### src/rtl/mpsk_symbol_mapper_if.sv
// Bit-stream handshake and I/Q sample bus of the MPSK symbol mapper.
// The master side feeds bits and sample strobes; the slave side returns samples.
interface mpsk_symbol_mapper_if #(
  parameter int W = 16
);
  logic                mode;
  logic                bit_in;
  logic                bit_valid;
  logic                bit_ready;
  logic                sample_en;
  logic signed [W-1:0] out_I;
  logic signed [W-1:0] out_Q;
  logic                out_valid;
  logic                sym_start;
  logic                underflow;

  modport master (
    output mode, bit_in, bit_valid, sample_en,
    input  bit_ready, out_I, out_Q, out_valid, sym_start, underflow
  );

  modport slave (
    input  mode, bit_in, bit_valid, sample_en,
    output bit_ready, out_I, out_Q, out_valid, sym_start, underflow
  );
endinterface

### src/rtl/mpsk_symbol_mapper.sv
// Groups a serial bit stream into BPSK / Gray QPSK symbols and emits signed I/Q
// samples with a zero-order hold of SPS samples, paced by sample_en.
module mpsk_symbol_mapper #(
  parameter int SYM_WIDTH = 1,
  parameter int INT_WIDTH = 1,
  parameter int DEC_WIDTH = 14,
  parameter int SPS       = 8,
  parameter int AMP       = 11585
) (
  input  logic                 clk,
  input  logic                 rst_n,
  mpsk_symbol_mapper_if.slave  bus
);
  localparam int W    = SYM_WIDTH + INT_WIDTH + DEC_WIDTH;
  localparam int PH_W = (SPS > 1) ? $clog2(SPS) : 1;

  localparam logic signed [W-1:0] POS_AMP = W'(AMP);
  localparam logic signed [W-1:0] NEG_AMP = W'(-AMP);
  localparam logic [PH_W-1:0]     PH_LAST = PH_W'(SPS - 1);

  typedef enum logic {
    EMPTY = 1'b0,
    HALF  = 1'b1
  } coll_state_t;

  coll_state_t         coll_state_reg;
  logic                half_bit_reg;
  logic                pend_full_reg;
  logic signed [W-1:0] pend_i_reg;
  logic signed [W-1:0] pend_q_reg;

  logic [PH_W-1:0]     ph_reg;
  logic signed [W-1:0] out_i_reg;
  logic signed [W-1:0] out_q_reg;
  logic                out_valid_reg;
  logic                sym_start_reg;
  logic                underflow_reg;

  logic bit_ready;
  logic xfer;
  logic load;

  function automatic logic signed [W-1:0] map_bit(input logic b);
    return b ? NEG_AMP : POS_AMP;
  endfunction

  assign bit_ready = !pend_full_reg && rst_n;
  assign xfer      = bus.bit_valid && bit_ready;
  // The pending symbol moves to the output only at a symbol boundary strobe.
  assign load      = bus.sample_en && (ph_reg == '0) && pend_full_reg;

  always_ff @(posedge clk) begin
    if (!rst_n) begin
      coll_state_reg <= EMPTY;
      half_bit_reg   <= 1'b0;
      pend_full_reg  <= 1'b0;
      pend_i_reg     <= '0;
      pend_q_reg     <= '0;
    end else begin
      if (xfer) begin
        case (coll_state_reg)
          EMPTY: begin
            if (bus.mode) begin
              pend_i_reg    <= map_bit(bus.bit_in);
              pend_q_reg    <= '0;
              pend_full_reg <= 1'b1;
            end else begin
              half_bit_reg   <= bus.bit_in;
              coll_state_reg <= HALF;
            end
          end
          HALF: begin
            pend_i_reg     <= map_bit(half_bit_reg);
            pend_q_reg     <= map_bit(bus.bit_in);
            pend_full_reg  <= 1'b1;
            coll_state_reg <= EMPTY;
          end
          default: coll_state_reg <= EMPTY;
        endcase
      end
      // Placed last so a same-cycle clear takes priority over a set.
      if (load) begin
        pend_full_reg <= 1'b0;
      end
    end
  end

  always_ff @(posedge clk) begin
    if (!rst_n) begin
      ph_reg        <= '0;
      out_i_reg     <= '0;
      out_q_reg     <= '0;
      out_valid_reg <= 1'b0;
      sym_start_reg <= 1'b0;
      underflow_reg <= 1'b0;
    end else begin
      out_valid_reg <= 1'b0;
      sym_start_reg <= 1'b0;
      underflow_reg <= 1'b0;
      if (bus.sample_en) begin
        out_valid_reg <= 1'b1;
        ph_reg        <= (ph_reg == PH_LAST) ? '0 : ph_reg + 1'b1;
        if (ph_reg == '0) begin
          if (pend_full_reg) begin
            out_i_reg     <= pend_i_reg;
            out_q_reg     <= pend_q_reg;
            sym_start_reg <= 1'b1;
          end else begin
            out_i_reg     <= '0;
            out_q_reg     <= '0;
            underflow_reg <= 1'b1;
          end
        end
      end
    end
  end

  assign bus.bit_ready = bit_ready;
  assign bus.out_I     = out_i_reg;
  assign bus.out_Q     = out_q_reg;
  assign bus.out_valid = out_valid_reg;
  assign bus.sym_start = sym_start_reg;
  assign bus.underflow = underflow_reg;
endmodule

### src/flat_wrapper.sv
// flat-port wrapper written by rule: the top's interface ports become plain ports
module mpsk_symbol_mapper_flat 
#(
  parameter int SYM_WIDTH = 1,
  parameter int INT_WIDTH = 1,
  parameter int DEC_WIDTH = 14,
  parameter int SPS       = 8,
  parameter int AMP       = 11585
)
  (clk, rst_n, bus_mode, bus_bit_in, bus_bit_valid, bus_sample_en, bus_bit_ready, bus_out_I, bus_out_Q, bus_out_valid, bus_sym_start, bus_underflow);
  mpsk_symbol_mapper_if #(.W((16))) bus_i ();
  input  logic clk;
  input  logic rst_n;
  input wire logic [$bits(bus_i.mode)-1:0] bus_mode;
  input wire logic [$bits(bus_i.bit_in)-1:0] bus_bit_in;
  input wire logic [$bits(bus_i.bit_valid)-1:0] bus_bit_valid;
  input wire logic [$bits(bus_i.sample_en)-1:0] bus_sample_en;
  output wire logic [$bits(bus_i.bit_ready)-1:0] bus_bit_ready;
  output wire logic [$bits(bus_i.out_I)-1:0] bus_out_I;
  output wire logic [$bits(bus_i.out_Q)-1:0] bus_out_Q;
  output wire logic [$bits(bus_i.out_valid)-1:0] bus_out_valid;
  output wire logic [$bits(bus_i.sym_start)-1:0] bus_sym_start;
  output wire logic [$bits(bus_i.underflow)-1:0] bus_underflow;
  assign bus_i.mode = bus_mode;
  assign bus_i.bit_in = bus_bit_in;
  assign bus_i.bit_valid = bus_bit_valid;
  assign bus_i.sample_en = bus_sample_en;
  assign bus_bit_ready = bus_i.bit_ready;
  assign bus_out_I = bus_i.out_I;
  assign bus_out_Q = bus_i.out_Q;
  assign bus_out_valid = bus_i.out_valid;
  assign bus_sym_start = bus_i.sym_start;
  assign bus_underflow = bus_i.underflow;
  mpsk_symbol_mapper #(.SYM_WIDTH(SYM_WIDTH), .INT_WIDTH(INT_WIDTH), .DEC_WIDTH(DEC_WIDTH), .SPS(SPS), .AMP(AMP)) u_core (.clk(clk), .rst_n(rst_n), .bus(bus_i));
endmodule
### config.mk
export PLATFORM = sky130hd
export DESIGN_NAME = mpsk_symbol_mapper_flat
export DESIGN_NICKNAME = d
export VERILOG_FILES = /design/src/rtl/mpsk_symbol_mapper_if.sv /design/src/rtl/mpsk_symbol_mapper.sv /design/src/flat_wrapper.sv
export SDC_FILE = /design/constraint.sdc
export NUM_CORES = 1
export LEC_CHECK = 0
export CAP_MARGIN = 5
export CORE_UTILIZATION = 39
export CTS_CLUSTER_DIAMETER = 50
export DETAILED_ROUTE_END_ITERATION = 12
export PLACE_DENSITY = 0.82
export SYNTH_ARGS = -nofsm -noshare
export SYNTH_HDL_FRONTEND = slang
export SYNTH_SLANG_ARGS = --single-unit
### constraint.sdc
create_clock -name clk -period 1.9 [get_ports clk]
set_input_delay 0.285 -clock clk [delete_from_list [all_inputs] [get_ports clk]]
set_output_delay 0.285 -clock clk [all_outputs]
set_load 0.005 [all_outputs]
==> implementation parameters <==
Parameter                              Value

Run status
  Result of the run ... complete, no violations

Detailed routing
  Total length of routed wires ... 1670 um
  M1 wire length ... 728 um
  Via count ... 721
  Number of DRC violations after detailed routing ... 0
  Pre-Repair DR Iteration Count ... 4
  Ratio of routed vias to standard cells ... 4.74
  Met3 routed wirelength ... 130 um
  Final routed wire length divided by cell count ... 11.0 um
  Remaining number of nets flagged by the antenna check after routing ... 0
  Violation count after the first detailed-routing iteration ... 11
  Top layer used by detailed routing ... met4
  Wire length on met2 ... 789 um

Worst hold path
  Worst min-delay path category ... flop to flop
  Worst Hold Endpoint ... u_core.pend_q_reg[13]
  Worst Hold Depth ... 2
  Worst hold path startpoint ... u_core.pend_q_reg[13]

Setup path
  Crit-path cells ... clkdlybuf4s50_1 > inv_1 > nor2_1 > clkdlybuf4s50_1
  R2R setup slack ... 570 ps
  CP max stage cell ... sky130_fd_sc_hd__clkdlybuf4s50_1
  Arrival @ worst endpoint ... 1400 ps
  Maximum cell stage delay along the critical path ... 500 ps
  Critical path class ... input port to primary output
  R2R depth ... 5
  Reg-to-reg startpoint ... u_core.ph_reg[0]
  Largest fanout on the critical path ... 2
  Family of cells with the greatest summed delay on the critical path ... buffers and inverters
  Sum of buffers and inverters on the critical path ... 3
  Data required time at the worst endpoint ... 1620 ps
  Reg2reg end ... u_core.bus.out_I[0]
  Library cell appearing most often on the critical path ... sky130_fd_sc_hd__clkdlybuf4s50_1
  Type of origin of the critical path ... input port
  Startpoint of the worst setup timing path ... rst_n
  Endpoint class of the critical path ... primary output

Yosys
  Prevailing post-synth register cell ... sky130_fd_sc_hd__dfxtp_1
  Number of synthesis warnings ... 0
  Synthesized net count ... 113
  Yosys top cell by area ... sky130_fd_sc_hd__dfxtp_1
  Average cell area after synthesis ... 9.85 sq um
  Cell types with the largest area share after synthesis ... sky130_fd_sc_hd__dfxtp_1, sky130_fd_sc_hd__buf_4, sky130_fd_sc_hd__a22o_1
  Synth unique cells ... 29
  Fraction of synthesis flops using an asynchronous set or reset pin ... 0
  Gate count of the mapped netlist ... 104
  Top cell type's share of synthesized area ... 0.410
  Post-synth EDFFs ... 0
  Netlist area before placement ... 1020 sq um
  Portion of the post-synthesis area used by sequential elements ... 0.410
  Count of state elements after synthesis ... 21

Global routing
  Wire length of the first global-routing pass ... 2590 um
  Initial antenna violation count ... 0
  Number of global-route vias before repair ... 620
  Overall fraction of global-route tracks in use ... 0.127
  Grt total ovfl ... 0
  Largest net degree at the start of global routing ... 13

Place
  Setup WS pre-CTS ... 224 ps
  I/O Buffers ... 41
  Detailed Place HPWL ... 1300 um
  Placed standard-cell area ... 1250 sq um
  Weighted congestion at the end of routability-driven global placement ... 0.674

Power
  Power density relative to cell area ... 601 nW/um^2
  Design Power ... 0.771 mW
  Worst VDD drop ... 0.349 mV
  Reported leakage power ... 0.490 nW

Die
  Die height ... 53.3 um
  Core Footprint ... 2480 sq um
  Number of rows created at floorplan ... 18
  I/O pin cnt ... 42
  Effective utilization at floorplan ... 0.414
  Die span in x ... 53.3 um
  Overall die area ... 2840 sq um

Layout
  Area Overhead vs Synth ... 25.2%
  Number of diodes ... 0
  Post-layout nets ... 132
  Sequential cell area ... 420 sq um
  Ratio of cells with drive above 1 in the final layout ... 0.115
  Fill cell total of the finished layout ... 231
  Area of all placed cells without fillers ... 1280 sq um
  Area occupied by multi-input gates ... 349 sq um

STA
  Transition at the pin with the smallest max-transition slack ... 305 ps
  Largest clock skew in the final design ... 7.26 ps
  Final worst setup slack ... 218 ps
  RSZ-0062 raised after global routing ... no
  Final total negative setup slack ... 0 ps
  Max-slew headroom at the worst pin ... 0.796
  Max-slew violations ... 0
  Share of the clock period used by the worst path after layout ... 0.885
  Final setup violation count ... 0
  Fmax ... 0.595 GHz
  Final count of hold timing violations ... 0
  Time the final worst path needs with I/O delays and setup ... 1680 ps

CTS
  Cell chosen for the clock root ... sky130_fd_sc_hd__clkbuf_4
  Post-cts resize count ... 0
  Clock Latency Late Sink ... 300 ps
  Number of buffers inserted by hold repair at cts ... 0
  Max clock buf depth ... 2
  Number of clock buffers inserted by TritonCTS ... 3
  H-tree lvl count ... 1
  Clock input transition at the sequential cells of the worst setup and hold paths ... 120 ps
  Count of clock tree sinks ... 21
  TritonCTS clock tree ... built
  Number of buffers added for setup after CTS ... 0

Job
  Max-Cap Viols ... 0
==> metal layers <==
| metal | track usage | vias to the layer above |
|---|---|---|
| met5 | 0 | - |
| met4 | 0.0526 | 0 |
| met3 | 0.0287 | 2 |
| met2 | 0.227 | 32 |
| met1 | 0.143 | 324 |
| li1 | - | 363 |
==> cell usage in the layout, fill, tap and decap left out, drive strengths merged <==
cell type,Yosys,layout
nand3,1,1
ha,3,3
nor2b,1,1
nand3b,2,2
a31o,2,2
o21a,1,1
mux2i,2,2
o22ai,2,2
nor2,6,6
nor3,2,2
a22o,6,6
a211oi,1,1
dfxtp,21,21
a32o,1,1
clkinv,0,1
and2,2,2
clkdlybuf4s50,0,41
and3,2,2
nand2,8,8
buf,30,3
mux2,1,1
clkbuf,0,3
and3b,1,1
inv,4,4
o21ai,2,2
a21oi,3,3
==> through the flow <==
step	std cells	util	hold slack (ps)
floorplan	104	-	399
global placement	148	0.507	449
detailed placement	148	0.507	453
CTS	152	0.518	472
global route	152	0.518	486
finish	152	0.518	468
==> layout make-up <==
class	count	area share
Clock buffer	3	0.0176
Clock inverter	1	0.00390
Inverter	4	0.0117
Multi-Input combinational cell	49	0.272
Sequential cell	21	0.328
Tap cell	30	0.0293
Timing Repair Buffer	44	0.338
==> how the worst max path moves through the flow <==
stage,endpoint,slack [ps],depth (start not counted)
floorplan,u_core.bus.out_I[12],580,6
global placement,bus_bit_ready,220,4
detailed placement,u_core.half_bit_reg,220,5
CTS,bus_out_Q[4],200,1
global route,bus_out_Q[2],140,1
finish,bus_bit_ready,220,4
==> cell families (layout without fill, tap and decap cells) <==
| kind of cell | count (synthesis) | in the layout | synth area share |
|---|---|---|---|
| AO/OA/AOI/OAI | 18 | 18 | 0.142 |
| adder cells (fa/ha/maj) | 3 | 3 | 0.0366 |
| buffers and inverters | 34 | 52 | 0.249 |
| flip-flops | 21 | 21 | 0.410 |
| multiplexers | 3 | 3 | 0.0305 |
| AND/OR/NAND/NOR | 25 | 25 | 0.132 |
==> power by group <==
part | internal, mW | switching (mW)
Combinational | 0.0476 | 0.0430
Clock | 0.0785 | 0.135
Sequential | 0.456 | 0.0112
Total | 0.582 | 0.189
==> cells in the mapped netlist (2+ instances only) <==
master / n
sky130_fd_sc_hd__nand3b_1: 2
sky130_fd_sc_hd__mux2i_1: 2
sky130_fd_sc_hd__a21oi_1: 2
sky130_fd_sc_hd__a31o_1: 2
sky130_fd_sc_hd__ha_1: 3
sky130_fd_sc_hd__buf_6: 4
sky130_fd_sc_hd__nor2_1: 6
sky130_fd_sc_hd__buf_4: 26
sky130_fd_sc_hd__dfxtp_1: 21
sky130_fd_sc_hd__nand2_1: 8
sky130_fd_sc_hd__o22ai_1: 2
sky130_fd_sc_hd__inv_1: 4
sky130_fd_sc_hd__a22o_1: 6
==> tightest hold or removal path: stages (launching register included) <==
cell and delay [ps]:
sky130_fd_sc_hd__dfxtp_1 330, sky130_fd_sc_hd__nand2_1 50, sky130_fd_sc_hd__o22ai_1 50
No activity file was read; power rests on OpenSTA's default activity.
